--- config.mk ---
export PLATFORM = sky130hd
export DESIGN_NAME = npu_seq
export DESIGN_NICKNAME = d
export VERILOG_FILES = /design/src/rtl/npu_pkg.sv /design/src/rtl/npu_vld_delay.sv /design/src/rtl/npu_seq.sv
export SDC_FILE = /design/constraint.sdc
export NUM_CORES = 1
export LEC_CHECK = 0
export ABC_AREA = 1
export ABC_CLOCK_PERIOD_IN_PS = 3750
export CORE_MARGIN = 1
export CORE_UTILIZATION = 49
export DETAILED_ROUTE_END_ITERATION = 16
export MAX_ROUTING_LAYER = met4
export PLACE_DENSITY = 0.77
export SLEW_MARGIN = 20
export SYNTH_ARGS = -nofsm -noshare
export SYNTH_HDL_FRONTEND = slang
export SYNTH_SLANG_ARGS = --single-unit
--- constraint.sdc ---
create_clock -name CLK -period 3.75 [get_ports CLK]
set_input_delay 0.75 -clock CLK [delete_from_list [all_inputs] [get_ports CLK]]
set_output_delay 0.75 -clock CLK [all_outputs]
set_load 0.005 [all_outputs]
--- src/rtl/npu_pkg.sv ---
// Shared types and constants for the NPU control path.
package npu_pkg;
   localparam int NPU_ADDR_W = 10;
   localparam int NPU_DATA_W = 8;

   localparam logic [1:0] OP_ADD = 2'd0;
   localparam logic [1:0] OP_MUL = 2'd1;
   localparam logic [1:0] OP_RQT = 2'd2;
   localparam logic [1:0] OP_ILL = 2'd3;

   typedef enum logic [1:0] {IDLE, RUN, DRAIN, DONE} seq_state_t;
endpackage

--- src/rtl/npu_vld_delay.sv ---
// Fixed-latency shift register for a valid bit; synchronous clear flushes
// every stage so no stale strobe emerges after an abort.
module npu_vld_delay #(
   parameter int LAT = 3
) (
   input  logic clk_i,
   input  logic rst_i,
   input  logic clr_i,
   input  logic vld_i,
   output logic vld_o
);
   logic [LAT-1:0] sr_q;
   logic [LAT-1:0] sr_d;

   always_comb begin
      sr_d = '0;
      if (!clr_i) begin
         sr_d[0] = vld_i;
         for (int i = 1; i < LAT; i++) begin
            sr_d[i] = sr_q[i-1];
         end
      end
   end

   always_ff @(posedge clk_i or posedge rst_i) begin
      if (rst_i) begin
         sr_q <= '0;
      end else begin
         sr_q <= sr_d;
      end
   end

   assign vld_o = sr_q[LAT-1];
endmodule

--- src/rtl/npu_seq.sv ---
// Element-loop sequencer: issues one A/B read per cycle, times C writes to the
// datapath latency, tracks max/min of written results and pulses FINISH.
module npu_seq
   import npu_pkg::*;
#(
   parameter int LAT    = 3,
   parameter int ADDR_W = NPU_ADDR_W,
   parameter int DATA_W = NPU_DATA_W
) (
   input  logic              CLK,
   input  logic              RESET,
   input  logic              SOFT_RESET,
   input  logic              START,
   input  logic [1:0]        OP,
   input  logic [ADDR_W-1:0] M1POS,
   input  logic [ADDR_W-1:0] M1SIZE,
   input  logic [ADDR_W-1:0] M2POS,
   input  logic [ADDR_W-1:0] M3POS,
   output logic              RD_EN,
   output logic [ADDR_W-1:0] RD_ADDR_A,
   output logic [ADDR_W-1:0] RD_ADDR_B,
   input  logic [DATA_W-1:0] RES_DATA,
   output logic              WR_EN,
   output logic [ADDR_W-1:0] WR_ADDR,
   output logic [DATA_W-1:0] WR_DATA,
   output logic              BUSY,
   output logic              FINISH,
   output logic [DATA_W-1:0] RMAX,
   output logic [DATA_W-1:0] RMIN
);
   localparam logic [ADDR_W-1:0] ONE = ADDR_W'(1);

   seq_state_t        state_q, state_d;
   logic              rd_en_q, rd_en_d;
   logic [ADDR_W-1:0] rd_addr_a_q, rd_addr_a_d;
   logic [ADDR_W-1:0] rd_addr_b_q, rd_addr_b_d;
   logic [ADDR_W-1:0] wr_addr_q, wr_addr_d;
   logic [ADDR_W-1:0] n_q, n_d;
   logic [ADDR_W-1:0] rd_cnt_q, rd_cnt_d;
   logic [ADDR_W-1:0] wr_cnt_q, wr_cnt_d;
   logic [DATA_W-1:0] rmax_q, rmax_d;
   logic [DATA_W-1:0] rmin_q, rmin_d;
   logic              busy_q, busy_d;
   logic              finish_q, finish_d;
   logic              wr_en;

   npu_vld_delay #(.LAT(LAT)) u_wr_dly (
      .clk_i (CLK),
      .rst_i (RESET),
      .clr_i (SOFT_RESET),
      .vld_i (rd_en_q),
      .vld_o (wr_en)
   );

   always_comb begin
      state_d     = state_q;
      rd_en_d     = 1'b0;
      rd_addr_a_d = rd_addr_a_q;
      rd_addr_b_d = rd_addr_b_q;
      wr_addr_d   = wr_addr_q;
      n_d         = n_q;
      rd_cnt_d    = rd_cnt_q;
      wr_cnt_d    = wr_cnt_q;
      rmax_d      = rmax_q;
      rmin_d      = rmin_q;

      if (wr_en) begin
         wr_addr_d = wr_addr_q + ONE;
         wr_cnt_d  = wr_cnt_q + ONE;
         if (RES_DATA > rmax_q) rmax_d = RES_DATA;
         if (RES_DATA < rmin_q) rmin_d = RES_DATA;
      end

      unique case (state_q)
         IDLE: begin
            if (START) begin
               // Address counters are loaded here, so they act as the snapshot.
               n_d       = M1SIZE;
               wr_addr_d = M3POS;
               wr_cnt_d  = '0;
               rmax_d    = '0;
               rmin_d    = '1;
               if (OP == OP_ILL || M1SIZE == '0) begin
                  state_d = DONE;
               end else begin
                  state_d     = RUN;
                  rd_en_d     = 1'b1;
                  rd_addr_a_d = M1POS;
                  rd_addr_b_d = M2POS;
                  rd_cnt_d    = ONE;
               end
            end
         end
         RUN: begin
            if (rd_cnt_q == n_q) begin
               state_d = DRAIN;
            end else begin
               rd_en_d     = 1'b1;
               rd_addr_a_d = rd_addr_a_q + ONE;
               rd_addr_b_d = rd_addr_b_q + ONE;
               rd_cnt_d    = rd_cnt_q + ONE;
            end
         end
         DRAIN: begin
            if (wr_en && (wr_cnt_q + ONE) == n_q) state_d = DONE;
         end
         DONE: state_d = IDLE;
         default: state_d = IDLE;
      endcase

      if (SOFT_RESET) begin
         state_d     = IDLE;
         rd_en_d     = 1'b0;
         rd_addr_a_d = '0;
         rd_addr_b_d = '0;
         wr_addr_d   = '0;
         n_d         = '0;
         rd_cnt_d    = '0;
         wr_cnt_d    = '0;
         rmax_d      = '0;
         rmin_d      = '1;
      end

      busy_d   = (state_d != IDLE);
      finish_d = (state_d == DONE);
   end

   always_ff @(posedge CLK or posedge RESET) begin
      if (RESET) begin
         state_q     <= IDLE;
         rd_en_q     <= 1'b0;
         rd_addr_a_q <= '0;
         rd_addr_b_q <= '0;
         wr_addr_q   <= '0;
         n_q         <= '0;
         rd_cnt_q    <= '0;
         wr_cnt_q    <= '0;
         rmax_q      <= '0;
         rmin_q      <= '1;
         busy_q      <= 1'b0;
         finish_q    <= 1'b0;
      end else begin
         state_q     <= state_d;
         rd_en_q     <= rd_en_d;
         rd_addr_a_q <= rd_addr_a_d;
         rd_addr_b_q <= rd_addr_b_d;
         wr_addr_q   <= wr_addr_d;
         n_q         <= n_d;
         rd_cnt_q    <= rd_cnt_d;
         wr_cnt_q    <= wr_cnt_d;
         rmax_q      <= rmax_d;
         rmin_q      <= rmin_d;
         busy_q      <= busy_d;
         finish_q    <= finish_d;
      end
   end

   assign RD_EN     = rd_en_q;
   assign RD_ADDR_A = rd_addr_a_q;
   assign RD_ADDR_B = rd_addr_b_q;
   assign WR_EN     = wr_en;
   assign WR_ADDR   = wr_addr_q;
   assign WR_DATA   = RES_DATA;
   assign BUSY      = busy_q;
   assign FINISH    = finish_q;
   assign RMAX      = rmax_q;
   assign RMIN      = rmin_q;
endmodule

# Word-level counts from Yosys, hierarchy flattened
# Cells that the tools add are included.
# word_totals
latchBits	0
mem_bits_ro	0
output_inout_bits	58
mem_count	0
register_bits	84
mem_bits_rw	0
inputBits	54
wordCells	88
# op_classes
div_mod_pow	0
bitwise	0
magnitude_cmp	2
n_addsub	5
reduce_logical	10
multipliers	0
muxes	48
n_eq_ne	10
n_shift	0
# op_table
cell	count
10-bit two-way mux	23
8-bit two-way mux	10
10-bit one-hot mux with 2 select lines	3
10-bit by 1-bit adder with 10-bit output, second input constant	5
10-bit == test	2
10-bit zero test	1
2-bit two-way mux	5
3-bit != test, second input constant	3
2-bit == test, second input constant	4
8-bit greater-than comparator	1
8-bit < comparator	1
2-bit one-hot mux with 4 select lines	1
2-bit nonzero test	3
1-bit two-way mux	4
4-bit AND reduction	1
3-bit two-way mux	1
3-bit nonzero test	1
2-bit by 1-bit == test with 1-bit output, second input constant	1
2-bit zero test	1
1-bit one-hot mux with 2 select lines	1
2-bit AND reduction	1
1-bit logical AND	1
1-bit logical OR	1

# Longest topological paths before layout
# Gate-level depths: netlist of the first run.
# depth
word_depth	7
ltp_mapped	15
depth_no_buf	15

# By module
# From an unflattened synthesis of the first run, not the netlist that was laid out.
# hier_totals
hier_cells	702
area_unflattened_um2	5157.4
# modules_own_cells
module	cells_per_inst	instances	area_each_um2	seq_area_each_um2
npu_seq	692	1	5056.1	2037.0
npu_vld_delay	10	1	101.3	75.1

# Least setup slack after synthesis of the first run
# No wires, ideal clock.
# synth_timing
kind	in2reg
from	input port RES_DATA[1]
to	register rmax_q[5] (netlist: RMAX[5])
arrival_time_ps	1979
required_ps	3633
stages	10
n_path_buf	1
setup_ps	117
slack_ps	1653
cell_sequence	ha_1 > a21oi_1 > o21ai_0 > nand2_1 > o211ai_1 > nand3_1 > clkbuf_1 > nand2_1 > nand2_1 > nor2_1
# synth_via
elab_chain_len	6
# synth_lines
element	line	rtl
start: declaration	npu_seq.sv:22	input logic [DATA_W-1:0] RES_DATA,
8-bit greater-than comparator *	npu_seq.sv:70	if (RES_DATA > rmax_q) rmax_d = RES_DATA;
8-bit two-way mux *	npu_seq.sv:70	
8-bit two-way mux *	npu_seq.sv:67	if (wr_en) begin
8-bit two-way mux	npu_seq.sv:76	if (START) begin
8-bit two-way mux *	npu_seq.sv:74	unique case (state_q)
8-bit two-way mux *	npu_seq.sv:111	if (SOFT_RESET) begin
named net rmax_d[5]	npu_seq.sv:41	logic [DATA_W-1:0] rmax_q, rmax_d;
end signal: assignment	npu_seq.sv:151	rmax_q <= rmax_d;
end: declaration	npu_seq.sv:41	
# Mark *: on every way through the listed nets, which the timed path passes. The rest lies on a longest branch.
# A chain may end at the register's enable or synchronous reset.

# Worst setup path in the final report of the first run
# layout_timing
from	input port RES_DATA[2]
to	output port WR_DATA[2]
# layout_lines
element	line	rtl
end: declaration	npu_seq.sv:25	output logic [DATA_W-1:0] WR_DATA,
# No word-level cell between the ends.

==> key figures, run 1 <==
Run status
  – Run status: completed

Worst setup path
  – WP buf/inv: 2
  – CP Data Required Time: 3000 ps
  – Crit Path Max Fanout: 5
  – Worst r2r path cells: 5
  – FF-to-FF End: RMIN[2]$_DFF_PP1_
  – Critical R2R Launch: u_wr_dly.sr_q[2]$_DFF_PP0_
  – Largest stage delay, worst path: 610 ps
  – Critical path's slowest cell: clkdlybuf4s50_1
  – Worst setup SP type: input port
  – Crit Path Class: in -> out
  – Cell mode on critical path: clkdlybuf4s50_1
  – Crit path capture type: output pin
  – CP top delay family: buffers and inverters
  – Arr. time, crit path: 1910 ps
  – Critical Path, Cell by Cell: clkdlybuf4s50_1, clkdlybuf4s50_1
  – WP depth: 2
  – Reg2reg setup slack: 1380 ps

Timing
  – Final Hold Fails: 0
  – Unrepaired setup endpoints after global routing: false
  – Final worst-path cycle share: 70.9%
  – Slew margin rel.: 40.9%
  – Clock Skew: 8.42 ps
  – Setup_tns: 0 ps
  – Worst-Margin Slew: 887 ps
  – Final max-slew violation count: 0
  – Minimum clock period: 2660 ps
  – Endpoints failing setup: 0
  – Worst setup margin: 1090 ps
  – Max Clk Rate: 376 MHz

Global routing
  – Number of global-route vias before repair: 4931
  – Met1 usage: 32.3%
  – Antenna violations before repair: 0
  – Largest net degree at the start of global routing: 52
  – Total track usage: 26.1%
  – Grt met2 use: 43.0%
  – Global route hottest layer: met2
  – Congestion Overflow GR: 0
  – Met3 usage: 4.68%
  – First-pass GRT wire length: 22500 um

Drt
  – Drt total wl: 13100 um
  – Vias per inst: 5.24
  – DRT iter0 DRCs: 267
  – DR WL/cell: 13.5 um
  – Final ANT Viol Nets: 0
  – DRC violations left: 0
  – DRT Pass-1 Iters: 4
  – Via count: 5072

Placement
  – Post-DP HPWL: 9630 um
  – # placed instances: 952
  – Gpl congestion: 0.862
  – Area after DPL: 6400 sq um
  – I/O Buffers: 111
  – Post-Place Worst Slack: 851 ps

Final layout
  – Filler cells: 912
  – Antenna cells: 0
  – # nets final: 901
  – Most common cell after layout, fill and taps aside: nand2_1
  – Finished Layout Cells: 968
  – Area growth, synth to finish: 26.1%
  – Most frequent cells in the layout: nand2_1, clkdlybuf4s50_1, inv_1
  – Share of cells above drive strength 1: 5.41%
  – Register area: 2110 sq um
  – Multi-input gate area: 2580 sq um
  – Final core occ: 63.7%
  – Final Cell Area: 6580 sq um

Clock network
  – Clk slew on worst S/H paths: 80 ps
  – Clock tree buffer depth: 2
  – CTS sink count: 84
  – CTS tree: done
  – # H-tree levels: 3
  – # hold bufs at CTS: 0
  – Post-CTS Resized: 0
  – Clock Root Buffer: clkbuf_8
  – CTS Buf Count: 9
  – Clk_lat worst skew: 360 ps
  – Post-CTS Setup Inserts: 0

Logic synthesis
  – Synth warn: 0
  – Cell variety after synth: 38
  – Post-Synthesis Cells: 725
  – Syn Area/Cell: 7.20 sq um
  – Seq/Total Area, Yosys: 40.5%
  – Syn_nets: 799
  – Area of the mapped netlist: 5220 sq um
  – Yosys reg bits: 84

Floorplan
  – I/O pin cnt: 112
  – Placeable Area: 10300 sq um
  – # rows: 37
  – Starting Density: 50.6%
  – Die width: 105 um
  – Die Ht: 105 um
  – DIE AREA: 11100 sq um

Min path
  – Min-Delay Path Class: reg -> reg
  – Hold_sp: u_wr_dly.sr_q[0]$_DFF_PP0_
  – Hold Crit Endpoint: u_wr_dly.sr_q[1]$_DFF_PP0_
  – Hold Path Stages: 2

Power and ir drop
  – Internal power: 1.54 mW
  – Gate power share: 25.5%
  – Power Dens Cells: 341 nW/um^2
  – Reg power frac: 47.6%
  – Clock power share: 26.9%
  – Switching power: 0.708 mW
  – Switching share of power: 31.6%
  – Peak supply drop: 205 uV
  – Leakage: 3.20 nW

Flow run
  – MaxCap Viol Count: 0
[cell families after synthesis]
kind of cell	after synthesis	share of synthesized area, %
xor+xnor	20	3.36
simple gates	386	31.6
fa+ha+maj	20	4.80
compound gates	90	9.83
flops	84	40.5
buf+inv	125	10.0
[synthesized netlist by cell type]
cell / count / share of area (%)
xnor2_1: 4 / 0.67
nand2_1: 208 / 15
ha_1: 20 / 4.8
nand3_1: 76 / 7.3
inv_1: 95 / 6.8
or2_2: 3 / 0.36
nand2_4: 1 / 0.22
buf_6: 1 / 0.22
nor2_2: 4 / 0.48
o22ai_1: 10 / 1.2
buf_4: 10 / 1.4
inv_4: 1 / 0.12
o21bai_1: 2 / 0.29
dfstp_2: 8 / 4.0
o21ai_1: 13 / 1.2
nor2_1: 63 / 4.5
nor3_1: 15 / 1.4
and2_1: 1 / 0.12
o211ai_1: 5 / 0.72
o221ai_1: 2 / 0.34
dfrtp_1: 76 / 36
nor3b_1: 1 / 0.14
a21oi_2: 1 / 0.17
clkinv_1: 1 / 0.072
xor2_1: 16 / 2.7
nand4_1: 8 / 0.96
o31ai_1: 4 / 0.58
nand3_2: 1 / 0.19
o21ai_0: 24 / 2.3
a31oi_1: 3 / 0.36
nand3b_1: 2 / 0.29
nand3_4: 1 / 0.34
inv_2: 2 / 0.14
a21oi_1: 25 / 2.4
clkbuf_1: 11 / 0.79
a211oi_2: 1 / 0.24
buf_2: 4 / 0.38
nand2_2: 2 / 0.24
[layer usage]
metal | vias up | wire, um
li1 | 2527 | -
met4 | 0 | 199
met5 | - | 0
met3 | 20 | 729
met2 | 172 | 6270
met1 | 2353 | 5900
[worst max-delay path by stage]
stage | startpoint | end | slack, ps
2_1_floorplan | RESET | BUSY$_DFF_PP0_ | 850
3_3_place_gp | RES_DATA[3] | RMAX[3]$_DFF_PP0_ | 990
3_5_place_dp | RES_DATA[3] | RMAX[6]$_DFF_PP0_ | 850
4_1_cts | u_wr_dly.sr_q[2]$_DFF_PP0_ | WR_EN | 1080
5_1_grt | RES_DATA[2] | RMAX[7]$_DFF_PP0_ | 950
6_report | RES_DATA[2] | WR_DATA[2] | 1090
[stage by stage]
stage               power [mW]  hold WS, ps
floorplan                 1.39          434
global route              2.38          501
detailed placement        1.66          450
finish                    2.24          464
global placement          1.64          438
CTS                       2.26          465
[power groups by stage]
stage | registers, mW | clock network, mW | logic [mW]
floorplan | 1.06 | 0 | 0.325
global placement | 1.08 | 0 | 0.562
detailed placement | 1.08 | 0 | 0.573
CTS | 1.07 | 0.620 | 0.576
global route | 1.08 | 0.658 | 0.640
finish | 1.07 | 0.603 | 0.571
[final cells by class]
cell class	instances	area share (%)
well taps	136	2.59
flip-flops and latches	84	32.1
clock buffers	15	2.68
inverters	99	5.70
clock inverters	1	0.0761
repair buffers	117	17.6
multi-input cells	516	39.3
[state kept, by name (all words and copies together) (netlist names)]
| register | cells |
|---|---|
| rd_cnt_q | 10 |
| WR_ADDR | 10 |
| RMIN | 8 |
| state_q | 2 |
| FINISH | 1 |
| n_q | 10 |
| RD_ADDR_B | 10 |
| RMAX | 8 |
| u_wr_dly.sr_q | 3 |
| wr_cnt_q | 10 |
| BUSY | 1 |
| RD_ADDR_A | 10 |
| RD_EN | 1 |
Power figures use the tool's default switching activity.
==> run 2: changes to the inputs <==
Settings changed: ABC_CLOCK_PERIOD_IN_PS 3750 to 2300, CORE_UTILIZATION 49 to 47, PLACE_DENSITY 0.77 to 0.78.
Clock period 3.75 ns to 2.3 ns, I/O delays scaled along.
==> run 2 against run 1 <==
Combinational power is 72% higher. Power rose by 73%. Sequential power rose by 62%. Setup slack worse by 850 ps. Sequential share of layout area fell by 0.79 points. First-iteration DRC count decreased by 0.75%.
==> key figures, run 2 (synthesized netlist as in run 1, its figures left out) <==
Drt
  – Drt total wl: 13600 um (was 13100 um)
  – Via count: 5202 (was 5072)
  – DRT Pass-1 Iters: 5 (was 4)
  – Final ANT Viol Nets: 0 (unchanged)
  – Vias per inst: 5.28 (was 5.24)
  – DRT iter0 DRCs: 265 (was 267)
  – DR WL/cell: 13.8 um (was 13.5 um)
  – DRC violations left: 0 (unchanged)

Placement
  – Gpl congestion: 0.898 (was 0.862)
  – I/O Buffers: 111 (unchanged)
  – Post-DP HPWL: 10100 um (was 9630 um)
  – # placed instances: 969 (was 952)
  – Area after DPL: 6530 sq um (was 6400 sq um)

Timing
  – Hold WS: 467 ps (was 464 ps)
  – Final Hold Fails: 0 (unchanged)
  – Final max-slew violation count: 0 (unchanged)
  – Final worst-path cycle share: 89.7%
  – Setup_tns: 0 ps (unchanged)
  – Endpoints failing setup: 0 (unchanged)
  – Slew margin rel.: 68.4% (was 40.9%)
  – Worst-Margin Slew: 474 ps (was 887 ps)
  – Minimum clock period: 2060 ps
  – Clock Skew: 8.43 ps (was 8.42 ps)
  – Max Clk Rate: 485 MHz
  – Unrepaired setup endpoints after global routing: false (unchanged)

Global routing
  – Antenna violations before repair: 0 (unchanged)
  – Largest net degree at the start of global routing: 85 (was 52)
  – Total track usage: 25.4% (was 26.1%)
  – Congestion Overflow GR: 0 (unchanged)
  – Number of global-route vias before repair: 5006 (was 4931)
  – First-pass GRT wire length: 22700 um (was 22500 um)

Power and ir drop
  – Reg power frac: 44.8% (was 47.6%)
  – Clock power share: 29.9% (was 26.9%)
  – Internal power: 2.69 mW (was 1.54 mW)
  – Switching share of power: 30.6% (was 31.6%)
  – Switching power: 1.18 mW (was 0.708 mW)
  – Leakage: 3.29 nW (was 3.20 nW)
  – Peak supply drop: 404 uV (was 205 uV)
  – Power Dens Cells: 574 nW/um^2 (was 341 nW/um^2)
  – Gate power share: 25.4% (was 25.5%)

Clock network
  – Clk_lat worst skew: 350 ps (was 360 ps)
  – Post-CTS Resized: 0 (unchanged)
  – CTS sink count: 84 (unchanged)
  – # hold bufs at CTS: 0 (unchanged)
  – Post-CTS Setup Inserts: 0 (unchanged)
  – CTS tree: done (unchanged)
  – # H-tree levels: 3 (unchanged)
  – Clk slew on worst S/H paths: 80 ps (about the same)
  – Clock Root Buffer: clkbuf_8 (unchanged)
  – CTS Buf Count: 9 (unchanged)
  – Clock tree buffer depth: 2 (unchanged)

Final layout
  – Register area: 2110 sq um (unchanged)
  – Antenna cells: 0 (unchanged)
  – # nets final: 914 (was 901)
  – Most frequent cells in the layout: nand2_1, clkdlybuf4s50_1, inv_1 (unchanged)
  – Filler cells: 947 (was 912)
  – Final core occ: 62.2% (was 63.7%)
  – Final Cell Area: 6750 sq um (was 6580 sq um)
  – Multi-input gate area: 2580 sq um (unchanged)
  – Finished Layout Cells: 985 (was 968)
  – Most common cell after layout, fill and taps aside: nand2_1 (unchanged)
  – Share of cells above drive strength 1: 7.10% (was 5.41%)
  – Area growth, synth to finish: 29.2% (was 26.1%)

Worst setup path
  – Worst setup SP type: input port (unchanged)
  – Crit Path Class: in -> out (unchanged)
  – Crit path capture type: output pin (unchanged)
  – Crit path from: RES_DATA[7] (was RES_DATA[2])
  – Critical path's slowest cell: clkdlybuf4s50_1 (unchanged)
  – Arr. time, crit path: 1600 ps (was 1910 ps)
  – CP Data Required Time: 1840 ps (was 3000 ps)
  – Critical Path, Cell by Cell: clkdlybuf4s50_1, buf_4, clkdlybuf4s50_1 (was clkdlybuf4s50_1, clkdlybuf4s50_1)
  – Worst r2r path cells: 10 (was 5)
  – Cell mode on critical path: clkdlybuf4s50_1 (unchanged)
  – Largest stage delay, worst path: 490 ps (was 610 ps)
  – Critical R2R Launch: rd_cnt_q[2]$_DFFE_PP0P_ (was u_wr_dly.sr_q[2]$_DFF_PP0_)
  – Crit Path Max Fanout: 4 (was 5)

Run status
  – Run status: completed (unchanged)

Floorplan
  – DIE AREA: 11500 sq um (was 11100 sq um)
  – # rows: 38 (was 37)
  – Die Ht: 107 um (was 105 um)
  – Die width: 107 um (was 105 um)
  – Placeable Area: 10800 sq um (was 10300 sq um)
  – Starting Density: 48.1% (was 50.6%)
  – I/O pin cnt: 112 (unchanged)

Min path
  – Hold Path Stages: 2 (unchanged)
  – Hold_sp: u_wr_dly.sr_q[0]$_DFF_PP0_ (unchanged)
  – Min-Delay Path Class: reg -> reg (unchanged)

Flow run
  – MaxCap Viol Count: 0 (unchanged)
run 2: changes by cell type in the layout (fill, tap and decap cells not counted), sizes merged:
cell      delta
clkbuf       -4
clkinv       +1
buf         +13
bufinv       +2
clkinvlp     +1
run 2: layout make-up:
class / count / area share, %
inverters: 99 / 5.60
flip-flops and latches: 84 / 31.3
clock buffers: 11 / 2.10
well taps: 140 / 2.60
multi-input cells: 516 / 38.3
repair buffers: 130 / 19.0
clock inverters: 5 / 1.11
run 2: stage by stage:
stage                     total power, mW  setup slack, ps
after floorplan                      2.27              493
after global placement               2.71             95.6
after detailed placement             2.73            -5.15
after CTS                            3.89              233
after global routing                 4.08              135
final                                3.87              237
run 2: power groups by stage:
stage                     sequential, mW  clock (mW)  combinational (mW)
after detailed placement            1.75           0               0.981
after CTS                           1.73        1.17               0.986
after global routing                1.75        1.23                1.10
final                               1.73        1.16               0.982
after global placement              1.75           0               0.960
after floorplan                     1.74           0               0.530
run 2: layer usage:
layer  track usage (%)  vias to the layer above  part of all wire [%]
met4              9.20                        0                   1.8
met2              43.0                      170                    50
met5                 -                        -                     0
met1              31.3                     2454                    44
met3              3.03                       25                   4.5
li1                  -                     2553                     -
run 2: final timing paths:
kind	endpoint	slack (ps)
worst max register to register	RD_ADDR_A[5]$_DFFE_PP0P_	430
worst min register to register	u_wr_dly.sr_q[1]$_DFF_PP0_	470
worst min-delay path	u_wr_dly.sr_q[1]$_DFF_PP0_	470
max in group asynchronous	RMIN[6]$_DFF_PP1_	1350
min in group asynchronous	rd_cnt_q[5]$_DFFE_PP0P_	550
worst max-delay path	WR_DATA[7]	240
run 2: worst max-delay path, delay by kind of cell:
kind | cells | cell delay, ps
buffers and inverters | 3 | 1130
